===== config.mk =====
export PLATFORM = sky130hd
export DESIGN_NAME = uart_int_ctrl
export DESIGN_NICKNAME = d
export VERILOG_FILES = /design/src/rtl/uart_pkg.sv /design/src/rtl/uart_char_timeout.sv /design/src/rtl/uart_int_ctrl.sv
export SDC_FILE = /design/constraint.sdc
export NUM_CORES = 1
export LEC_CHECK = 0
export ABC_AREA = 1
export BUFFER_PORTS_ARGS = -buffer_cell sky130_fd_sc_hd__buf_4
export CORE_MARGIN = 1.5
export CORE_UTILIZATION = 35
export DETAILED_ROUTE_END_ITERATION = 16
export PLACE_DENSITY_LB_ADDON = 0.15
export SLEW_MARGIN = 20
export SYNTH_ARGS = -nofsm -noshare
export SYNTH_HDL_FRONTEND = slang
export SYNTH_SLANG_ARGS = --single-unit

===== constraint.sdc =====
create_clock -name CLK -period 3.1 [get_ports CLK]
set_clock_uncertainty 0.15 [all_clocks]
set_input_delay 0.155 -clock CLK [delete_from_list [all_inputs] [get_ports CLK]]
set_output_delay 0.155 -clock CLK [all_outputs]
set_load 0.005 [all_outputs]

===== src/rtl/uart_pkg.sv =====
// Shared constants for the UART interrupt/flow-control slice: IIR codes,
// register field positions and character-timeout scaling.
package uart_pkg;

   // IER bit positions
   localparam int unsigned IER_ERBI  = 0;
   localparam int unsigned IER_ETBEI = 1;
   localparam int unsigned IER_ELSI  = 2;
   localparam int unsigned IER_EDSSI = 3;

   // LCR field positions
   localparam int unsigned LCR_WLS_LSB = 0;
   localparam int unsigned LCR_WLS_MSB = 1;
   localparam int unsigned LCR_STB     = 2;
   localparam int unsigned LCR_PEN     = 3;

   // 4 character times at 16 oversample ticks per bit
   localparam int unsigned TO_TICKS_PER_BIT = 64;
   localparam int unsigned TO_TICK_SHIFT    = $clog2(TO_TICKS_PER_BIT);

   // Interrupt identification codes
   typedef enum logic [3:0] {
      IIR_MSI  = 4'b0000,
      IIR_NONE = 4'b0001,
      IIR_THRE = 4'b0010,
      IIR_RDA  = 4'b0100,
      IIR_RLS  = 4'b0110,
      IIR_CTI  = 4'b1100
   } iir_e;

   // Bits per character frame: start + (5+WLS) data + parity + (1+STB) stop
   function automatic logic [3:0] char_bits(input logic [3:0] lcr);
      return 4'd7
           + {2'b00, lcr[LCR_WLS_MSB:LCR_WLS_LSB]}
           + {3'b000, lcr[LCR_PEN]}
           + {3'b000, lcr[LCR_STB]};
   endfunction

endpackage


===== src/rtl/uart_char_timeout.sv =====
// Character-timeout counter: counts baud ticks while the RX FIFO holds data
// and nothing is pushed or read; flags once 4 character times have elapsed.
module uart_char_timeout
   import uart_pkg::*;
#(
   parameter int unsigned TO_W = 10
) (
   input  logic       clk_i,
   input  logic       rst_ni,
   input  logic [3:0] lcr_i,
   input  logic       baud_tick_i,
   input  logic       clr_i,
   output logic       to_flag_o
);

   logic [TO_W-1:0] limit;
   logic [TO_W-1:0] cnt_q, cnt_d;
   logic            flag_q, flag_d;

   // Limit follows LCR combinationally so a mid-count change takes effect at once
   always_comb begin
      limit = TO_W'(char_bits(lcr_i)) << TO_TICK_SHIFT;
   end

   // Next count and flag; the flag is evaluated on the next count so it rises
   // on the same edge the counter reaches (or already exceeds) the limit
   always_comb begin
      cnt_d  = cnt_q;
      flag_d = flag_q;
      if (clr_i) begin
         cnt_d  = '0;
         flag_d = 1'b0;
      end else begin
         if (baud_tick_i && (cnt_q < limit)) begin
            cnt_d = cnt_q + TO_W'(1);
         end
         flag_d = flag_q | (cnt_d >= limit);
      end
   end

   // Counter and flag state
   always_ff @(posedge clk_i or negedge rst_ni) begin
      if (!rst_ni) begin
         cnt_q  <= '0;
         flag_q <= 1'b0;
      end else begin
         cnt_q  <= cnt_d;
         flag_q <= flag_d;
      end
   end

   assign to_flag_o = flag_q;

endmodule


===== src/rtl/uart_int_ctrl.sv =====
// UART interrupt controller: 16550 priority encoding into IIR/INT, THRE
// event flag, character timeout, RTS generation and CTS-gated TX start.
module uart_int_ctrl
   import uart_pkg::*;
#(
   parameter int unsigned FIFO_DEPTH = 16,
   parameter int unsigned LVL_W      = 5,
   parameter int unsigned TO_W       = 10
) (
   input  logic             CLK,
   input  logic             RESETn,
   input  logic [3:0]       IER,
   input  logic [3:0]       LCR,
   input  logic             AFE,
   input  logic             MCR_RTS,
   input  logic             BAUD_TICK,
   input  logic [LVL_W-1:0] RX_LEVEL,
   input  logic [LVL_W-1:0] RX_TRIG,
   input  logic             RX_PUSH,
   input  logic             RBR_RD,
   input  logic             LSR_ERR,
   input  logic             LSR_RD,
   input  logic             THR_EMPTY,
   input  logic             THR_WR,
   input  logic             MSR_DELTA,
   input  logic             MSR_RD,
   input  logic             IIR_RD,
   input  logic             CTS_N,
   output logic [3:0]       IIR,
   output logic             INT,
   output logic             RTS_N,
   output logic             TX_ALLOW
);

   if ((2 ** LVL_W) <= FIFO_DEPTH) begin : g_bad_lvl_w
      $error("LVL_W too narrow for FIFO_DEPTH");
   end
   if ((2 ** TO_W) <= 768) begin : g_bad_to_w
      $error("TO_W too narrow for the maximum timeout limit");
   end

   // LSR/MSR sticky bits are cleared in the register block; the read strobes
   // only matter there, since LSR_ERR/MSR_DELTA drop when the bits clear.
   logic unused_rd_strobes;
   assign unused_rd_strobes = LSR_RD ^ MSR_RD;

   logic rx_at_trig;
   logic to_flag;
   logic rls, rda, cti, msi;
   logic thre_q, thre_d;
   logic thr_empty_q, etbei_q;
   logic thre_set, thre_clr;
   iir_e iir_q, iir_d;
   logic int_q;
   logic cts_meta_q, cts_sync_q;
   logic tx_allow_q, tx_allow_d;
   logic rts_n_q, rts_n_d;

   assign rx_at_trig = (RX_LEVEL >= RX_TRIG);

   uart_char_timeout #(
      .TO_W(TO_W)
   ) u_to (
      .clk_i       (CLK),
      .rst_ni      (RESETn),
      .lcr_i       (LCR),
      .baud_tick_i (BAUD_TICK),
      .clr_i       (RX_PUSH | RBR_RD | (RX_LEVEL == '0)),
      .to_flag_o   (to_flag)
   );

   // Source pending conditions
   always_comb begin
      rls = LSR_ERR & IER[IER_ELSI];
      rda = IER[IER_ERBI] & rx_at_trig;
      cti = IER[IER_ERBI] & to_flag;
      msi = MSR_DELTA & IER[IER_EDSSI];
   end

   // THRE flag: edge-triggered set, clear has priority over set
   always_comb begin
      thre_set = IER[IER_ETBEI] & THR_EMPTY & (~thr_empty_q | ~etbei_q);
      thre_clr = THR_WR | ~IER[IER_ETBEI] | (IIR_RD & (iir_q == IIR_THRE));
      thre_d   = thre_q;
      if (thre_clr) begin
         thre_d = 1'b0;
      end else if (thre_set) begin
         thre_d = 1'b1;
      end
   end

   // Fixed priority encoder into the next IIR code
   always_comb begin
      iir_d = IIR_NONE;
      if (rls) begin
         iir_d = IIR_RLS;
      end else if (rda) begin
         iir_d = IIR_RDA;
      end else if (cti) begin
         iir_d = IIR_CTI;
      end else if (thre_q) begin
         iir_d = IIR_THRE;
      end else if (msi) begin
         iir_d = IIR_MSI;
      end
   end

   // Interrupt state: THRE flag, its edge-detect history, IIR and INT
   always_ff @(posedge CLK or negedge RESETn) begin
      if (!RESETn) begin
         thre_q      <= 1'b0;
         thr_empty_q <= 1'b0;
         etbei_q     <= 1'b0;
         iir_q       <= IIR_NONE;
         int_q       <= 1'b0;
      end else begin
         thre_q      <= thre_d;
         thr_empty_q <= THR_EMPTY;
         etbei_q     <= IER[IER_ETBEI];
         iir_q       <= iir_d;
         int_q       <= ~iir_d[0];
      end
   end

   // Next RTS/TX_ALLOW values from auto-flow mode
   always_comb begin
      if (!MCR_RTS) begin
         rts_n_d = 1'b1;
      end else if (AFE) begin
         rts_n_d = rx_at_trig;
      end else begin
         rts_n_d = 1'b0;
      end
      tx_allow_d = AFE ? ~cts_sync_q : 1'b1;
   end

   // Flow control: CTS synchronizer, registered RTS_N and TX_ALLOW
   always_ff @(posedge CLK or negedge RESETn) begin
      if (!RESETn) begin
         cts_meta_q <= 1'b1;
         cts_sync_q <= 1'b1;
         tx_allow_q <= 1'b0;
         rts_n_q    <= 1'b1;
      end else begin
         cts_meta_q <= CTS_N;
         cts_sync_q <= cts_meta_q;
         tx_allow_q <= tx_allow_d;
         rts_n_q    <= rts_n_d;
      end
   end

   assign IIR      = iir_q;
   assign INT      = int_q;
   assign RTS_N    = rts_n_q;
   assign TX_ALLOW = tx_allow_q;

endmodule

# --- After elaboration in Yosys (flattened, before gate mapping) ---
# Index checks and enable logic that the tools add are counted.
classes:
  addsub: 4
  muxes: 14
  order_cmp: 3
  n_eq_ne: 1
  reduce_logical: 3
  n_bitwise: 18
ops:
  columns: ["op", "n"]
  rows:
  - ["$mux 10", 3]
  - ["$mux 4", 3]
  - ["$add 10x1->10 const B", 1]
  - ["$ge 10x10->1", 1]
  - ["$lt 10x10->1", 1]
  - ["$add 4x1->4", 2]
  - ["$and 1x1->1", 7]
  - ["$mux 1", 7]
  - ["$or 1x1->1", 6]
  - ["$ge 5x5->1", 1]
  - ["$logic_not 5->1", 1]
  - ["$not 1->1", 5]
  - ["$add 3x2->4 const A", 1]
  - ["$eq 4x2->1 const B", 1]
  - ["$mux 2", 1]
  - ["$reduce_bool 2->1", 1]
  - ["$logic_and 1x1->1", 1]
totals:
  inputBits: 33
  regBits: 23
  out_inout_bits: 7
  word_cells: 54

# --- Longest topological paths before layout ---
logic_depth:
  word_depth: 10
  depth_mapped: 23
  ltp_nobuf: 23

# --- Cells and area by module ---
# A second synthesis with hierarchy kept.
hier_totals:
  hier_cells: 190
  hier_area_um2: 1506.4
modules_own_cells:
  columns: ["mod", "cells_per_inst", "area_each_um2", "n_inst", "seq_area_each_um2"]
  rows:
  - ["uart_char_timeout", 127, 917.1, 1, 275.3]
  - ["uart_int_ctrl", 63, 589.3, 1, 305.3]

# --- Least setup slack after synthesis ---
# Ideal clock, no wire load.
synth_timing:
  path_kind: "input-to-reg"
  start: "in LCR[0]"
  end: "reg u_to.flag_q, in the netlist u_to.to_flag_o"
  path_stages: 20
  t_required_ns: 2.873
  setup_slack_ns: -0.126
  setup_ns: 0.077
  arrival_time_ns: 2.999
  path_buffers: 0
  cell_sequence: "inv_1 > ha_1 > inv_1 > ha_1 > inv_1 > fa_1 > ha_1 > a21oi_1 > nand2_1 > nand2_4 > nand3_4 > nor3_2 > nand3_1 > xor2_1 > inv_1 > ha_1 > inv_1 > o21ai_0 > nor2_1 > a21oi_1"
synth_via:
  elab_chain_cells: 10
synth_rtl:
  columns: ["element", "line_no", "rtl"]
  rows:
  - ["start: declaration", "uart_int_ctrl.sv:13", "input logic [3:0] LCR,"]
  - ["$add 3x2->4 *", "uart_pkg.sv:34", "+ {2'b00, lcr[LCR_WLS_MSB:LCR_WLS_LSB]}"]
  - ["$add 4x1->4 *", "uart_pkg.sv:35", "+ {3'b000, lcr[LCR_PEN]}"]
  - ["$add 4x1->4 *", "uart_pkg.sv:36", "+ {3'b000, lcr[LCR_STB]};"]
  - ["$lt 10x10->1", "uart_char_timeout.sv:34", "if (baud_tick_i && (cnt_q < limit)) begin"]
  - ["$logic_and 1x1->1", "uart_char_timeout.sv:34", null]
  - ["$mux 10", "uart_char_timeout.sv:34", null]
  - ["$mux 10", "uart_char_timeout.sv:30", "if (clr_i) begin"]
  - ["$ge 10x10->1 *", "uart_char_timeout.sv:37", "flag_d = flag_q | (cnt_d >= limit);"]
  - ["$or 1x1->1 *", "uart_char_timeout.sv:37", null]
  - ["$mux 1 *", "uart_char_timeout.sv:30", null]
  - ["named net u_to.flag_d", "uart_char_timeout.sv:18", "logic flag_q, flag_d;"]
  - ["end signal: assignment", "uart_char_timeout.sv:48", "flag_q <= flag_d;"]
  - ["end: declaration", "uart_char_timeout.sv:18", null]
# The timed path passes the listed nets; every way through them passes the cells marked *. The select of a mux whose other input is x is not followed.
# A chain may end at the register's enable or synchronous reset.

# --- Worst setup path after layout ---
layout_timing:
  start: "in LCR[3]"
  end: "reg u_to.flag_q, in the netlist u_to.to_flag_o"
layout_via:
  elab_chain_cells: 9
layout_rtl:
  columns: ["element", "line_no"]
  rows:
  - ["$add 4x1->4 *", "uart_pkg.sv:35"]
  - ["$add 4x1->4 *", "uart_pkg.sv:36"]
  - ["$lt 10x10->1", "uart_char_timeout.sv:34"]
  - ["$logic_and 1x1->1", "uart_char_timeout.sv:34"]
  - ["$mux 10", "uart_char_timeout.sv:34"]
  - ["$mux 10", "uart_char_timeout.sv:30"]
  - ["$ge 10x10->1 *", "uart_char_timeout.sv:37"]
  - ["$or 1x1->1 *", "uart_char_timeout.sv:37"]
  - ["$mux 1 *", "uart_char_timeout.sv:30"]
  - ["named net u_to.flag_d", "uart_char_timeout.sv:18"]
# Marks and branches as above.

==> metrics.cfg <==
[place]
placed_cell_area_sq_mm=0.00198
numPortBuffers=37
dp_hpwl_um=2570
place.gp.congestion=0.800

[cts]
clk_pin_slew_ns=0.08
cts_root_buffer=clkbuf_8
cts_sinks=23
clk_path_buf_depth=2
clk_latency_ns=0.26
cts_buffers=3
h-tree-depth=1
cts_tree=done

[power]
power.density_mw_per_mm2=303
ir_drop_mv=0.211
p_leak_nw=1.14
power_mw=0.674

[finish]
area_delta_synth_final_pct=46.6
nets=303
largest_register_ffs=10
final_util_pct=54.5
fill_cells=392
final_common_cell=buf_4
final_cell_mix=46 x buf_4, 37 x nand2_1, 25 x inv_1
largest_register=u_to.cnt_q
drive_gt1_share_pct=36.6
antenna_cells=0
design_area_sq_mm=0.00223

[global_routing]
grt_pass1_wl_um=5470
grt_start_max_net_pins=24
grt_pass1_vias=1268
antenna_found_initial=0
grt_usage_pct=15.4
grt_overflow=0

[critical_path]
path_max_fanout=2
path_class=in2reg
worst_setup_path_start_kind=input port
r2r_cells=15
r2r_slack_ns=0.46
arrival_ns=3.13
reg2reg_from=u_to.cnt_q[7]$_DFF_PN0_
worstSetupStartpoint=LCR[3]
timing.rr.end=u_to.to_flag_o$_DFF_PN0_
endpoint_kind=flip-flop
required_ns=3.14
crit_end=u_to.to_flag_o$_DFF_PN0_

[detailed_routing]
route.detailed.drc=0
ant_nets=0
drtPass1Iterations=4
via_count=1392
wl_per_cell_um=11.2
wl_um=3400
drt-initial-drc-count=54
viasPerCell=4.58

[floorplan]
die_h_um=68.9
num_rows=23
io_pins=40
coreArea_sq_mm=0.00409
die_x_um=68.9
die_area_sq_mm=0.00474
initial_utilization_pct=37.2

[timing]
setup_viol=0
fin_crit_sh_pct=99.5
drv_slew=0
grt_setup_unrepaired=true
hold_viol_final=0
fin_hold_ws_ns=0.0103
slew_headroom_pct=74.7
tightest_slew_ns=0.379
min_period_ns=3.09
finalSetupTns_ns=0
fmax_mhz=324

[job]
maxCapViolations=0

[worst_hold_path]
hold_path_class=in2reg
holdPathStages=4

[synthesis]
synth_cell_types=28
syn_nets=240
avgSynthCellArea_sq_um=7.91
synthCells=192
ys_seq_area_share_pct=38.2
ys_ff_latch=23
yosysWarningCount=0
synthesis.area_sq_mm=0.00152

[run_status]
outcome=finished clean

worst max-delay path, stage by stage:
cell,delay (ns)
buf_8,0.09
inv_12,0.03
ha_4,0.26
inv_4,0.03
ha_4,0.14
inv_2,0.05
fa_1,0.43
ha_1,0.30
a21oi_2,0.13
nand2_1,0.09
nand2_4,0.08
nand3_4,0.07
nor3_4,0.25
xnor2_2,0.16
inv_2,0.07
ha_4,0.26
nand2_1,0.05
inv_1,0.04
nand3_1,0.08
nor3_2,0.13
nand3_2,0.10
a21oi_2,0.13
per-stage QoR:
stage               setup WS (ns)  instances
global placement           -0.370        285
floorplan                  -0.108        192
detailed placement         -0.371        285
global route               -0.219        304
CTS                        0.0152        302
finish                     0.0140        304
logic make-up after synthesis:
logic type                 after synthesis  share of synthesized area [%]
and+or+nand+nor                         95                           30.8
DFF                                     23                           38.2
adders and majority gates               15                           12.9
buffers and inverters                   38                           9.39
xor gates and xnor gates                 4                           2.31
AOI/OAI and AO/OA                       17                           6.42
how the worst min path moves through the flow:
| stage | startpoint | endpoint |
|---|---|---|
| 6_report | MSR_DELTA | IIR[0]$_DFF_PN1_ |
| 5_1_grt | LSR_ERR | IIR[1]$_DFF_PN0_ |
| 4_1_cts | LSR_ERR | IIR[1]$_DFF_PN0_ |
| 3_5_place_dp | RESETn | u_to.cnt_q[2]$_DFF_PN0_ |
| 3_3_place_gp | RESETn | u_to.cnt_q[3]$_DFF_PN0_ |
| 2_1_floorplan | RESETn | IIR[1]$_DFF_PN0_ |
cell type report:
type                       instances  area, sq um  area share, %
tap                               50         62.6           2.81
inverter                          36          153           6.85
clock buffer                       4         45.0           2.02
sequential                        23          581           26.1
timing repair buffer              60          492           22.1
multi-input combinational        131          895           40.2
power breakdown:
| part | internal, mW | switching, mW | leakage, nW | total [mW] |
|---|---|---|---|---|
| clock | 0.0916 | 0.0901 | 0.0228 | 0.182 |
| combinational | 0.0907 | 0.0808 | 0.821 | 0.171 |
| sequential | 0.315 | 0.00617 | 0.292 | 0.321 |
synthesized netlist by cell type:
master / count / share of area [%]
a21oi_1: 12 / 4.0
a2111oi_0: 1 / 0.58
a211o_1: 1 / 0.58
inv_1: 31 / 7.7
nand3_2: 2 / 1.3
ha_1: 14 / 12
nand2_2: 6 / 2.5
nor3_1: 3 / 0.99
nor2_2: 1 / 0.41
nor4_1: 1 / 0.41
or2_2: 1 / 0.41
dfstp_2: 4 / 6.9
nand4_1: 8 / 3.3
dfrtp_1: 19 / 31
nand2_4: 1 / 0.74
nor2_1: 18 / 4.4
xnor2_1: 1 / 0.58
o21bai_1: 2 / 0.99
clkbuf_1: 2 / 0.49
o21ai_0: 1 / 0.33
nor3_2: 2 / 1.3
nand2_1: 38 / 9.4
xor2_1: 3 / 1.7
fa_1: 1 / 1.3
nor3b_1: 1 / 0.49
nand3_4: 1 / 1.2
nand3_1: 12 / 4.0
inv_2: 5 / 1.2
per-layer routing:
| metal | global-route usage, % | part of all wire, % | vias up |
|---|---|---|---|
| met2 | 25.7 | 51 | 22 |
| met5 | 0 | 0 | - |
| met3 | 3.41 | 2.7 | 0 |
| met4 | 2.21 | 0 | 0 |
| met1 | 21.0 | 46 | 633 |
| li1 | - | - | 737 |
timing repair:
action,4_1_cts,5_1_grt
buffers inserted,1,2
hold buffers,12,0
pin swaps,2,14
hold endpoints to repair,32,0
endpoints found under the setup margin,1,1
resized for setup,2,13
Note: power is estimated with default switching activity, not from simulation.
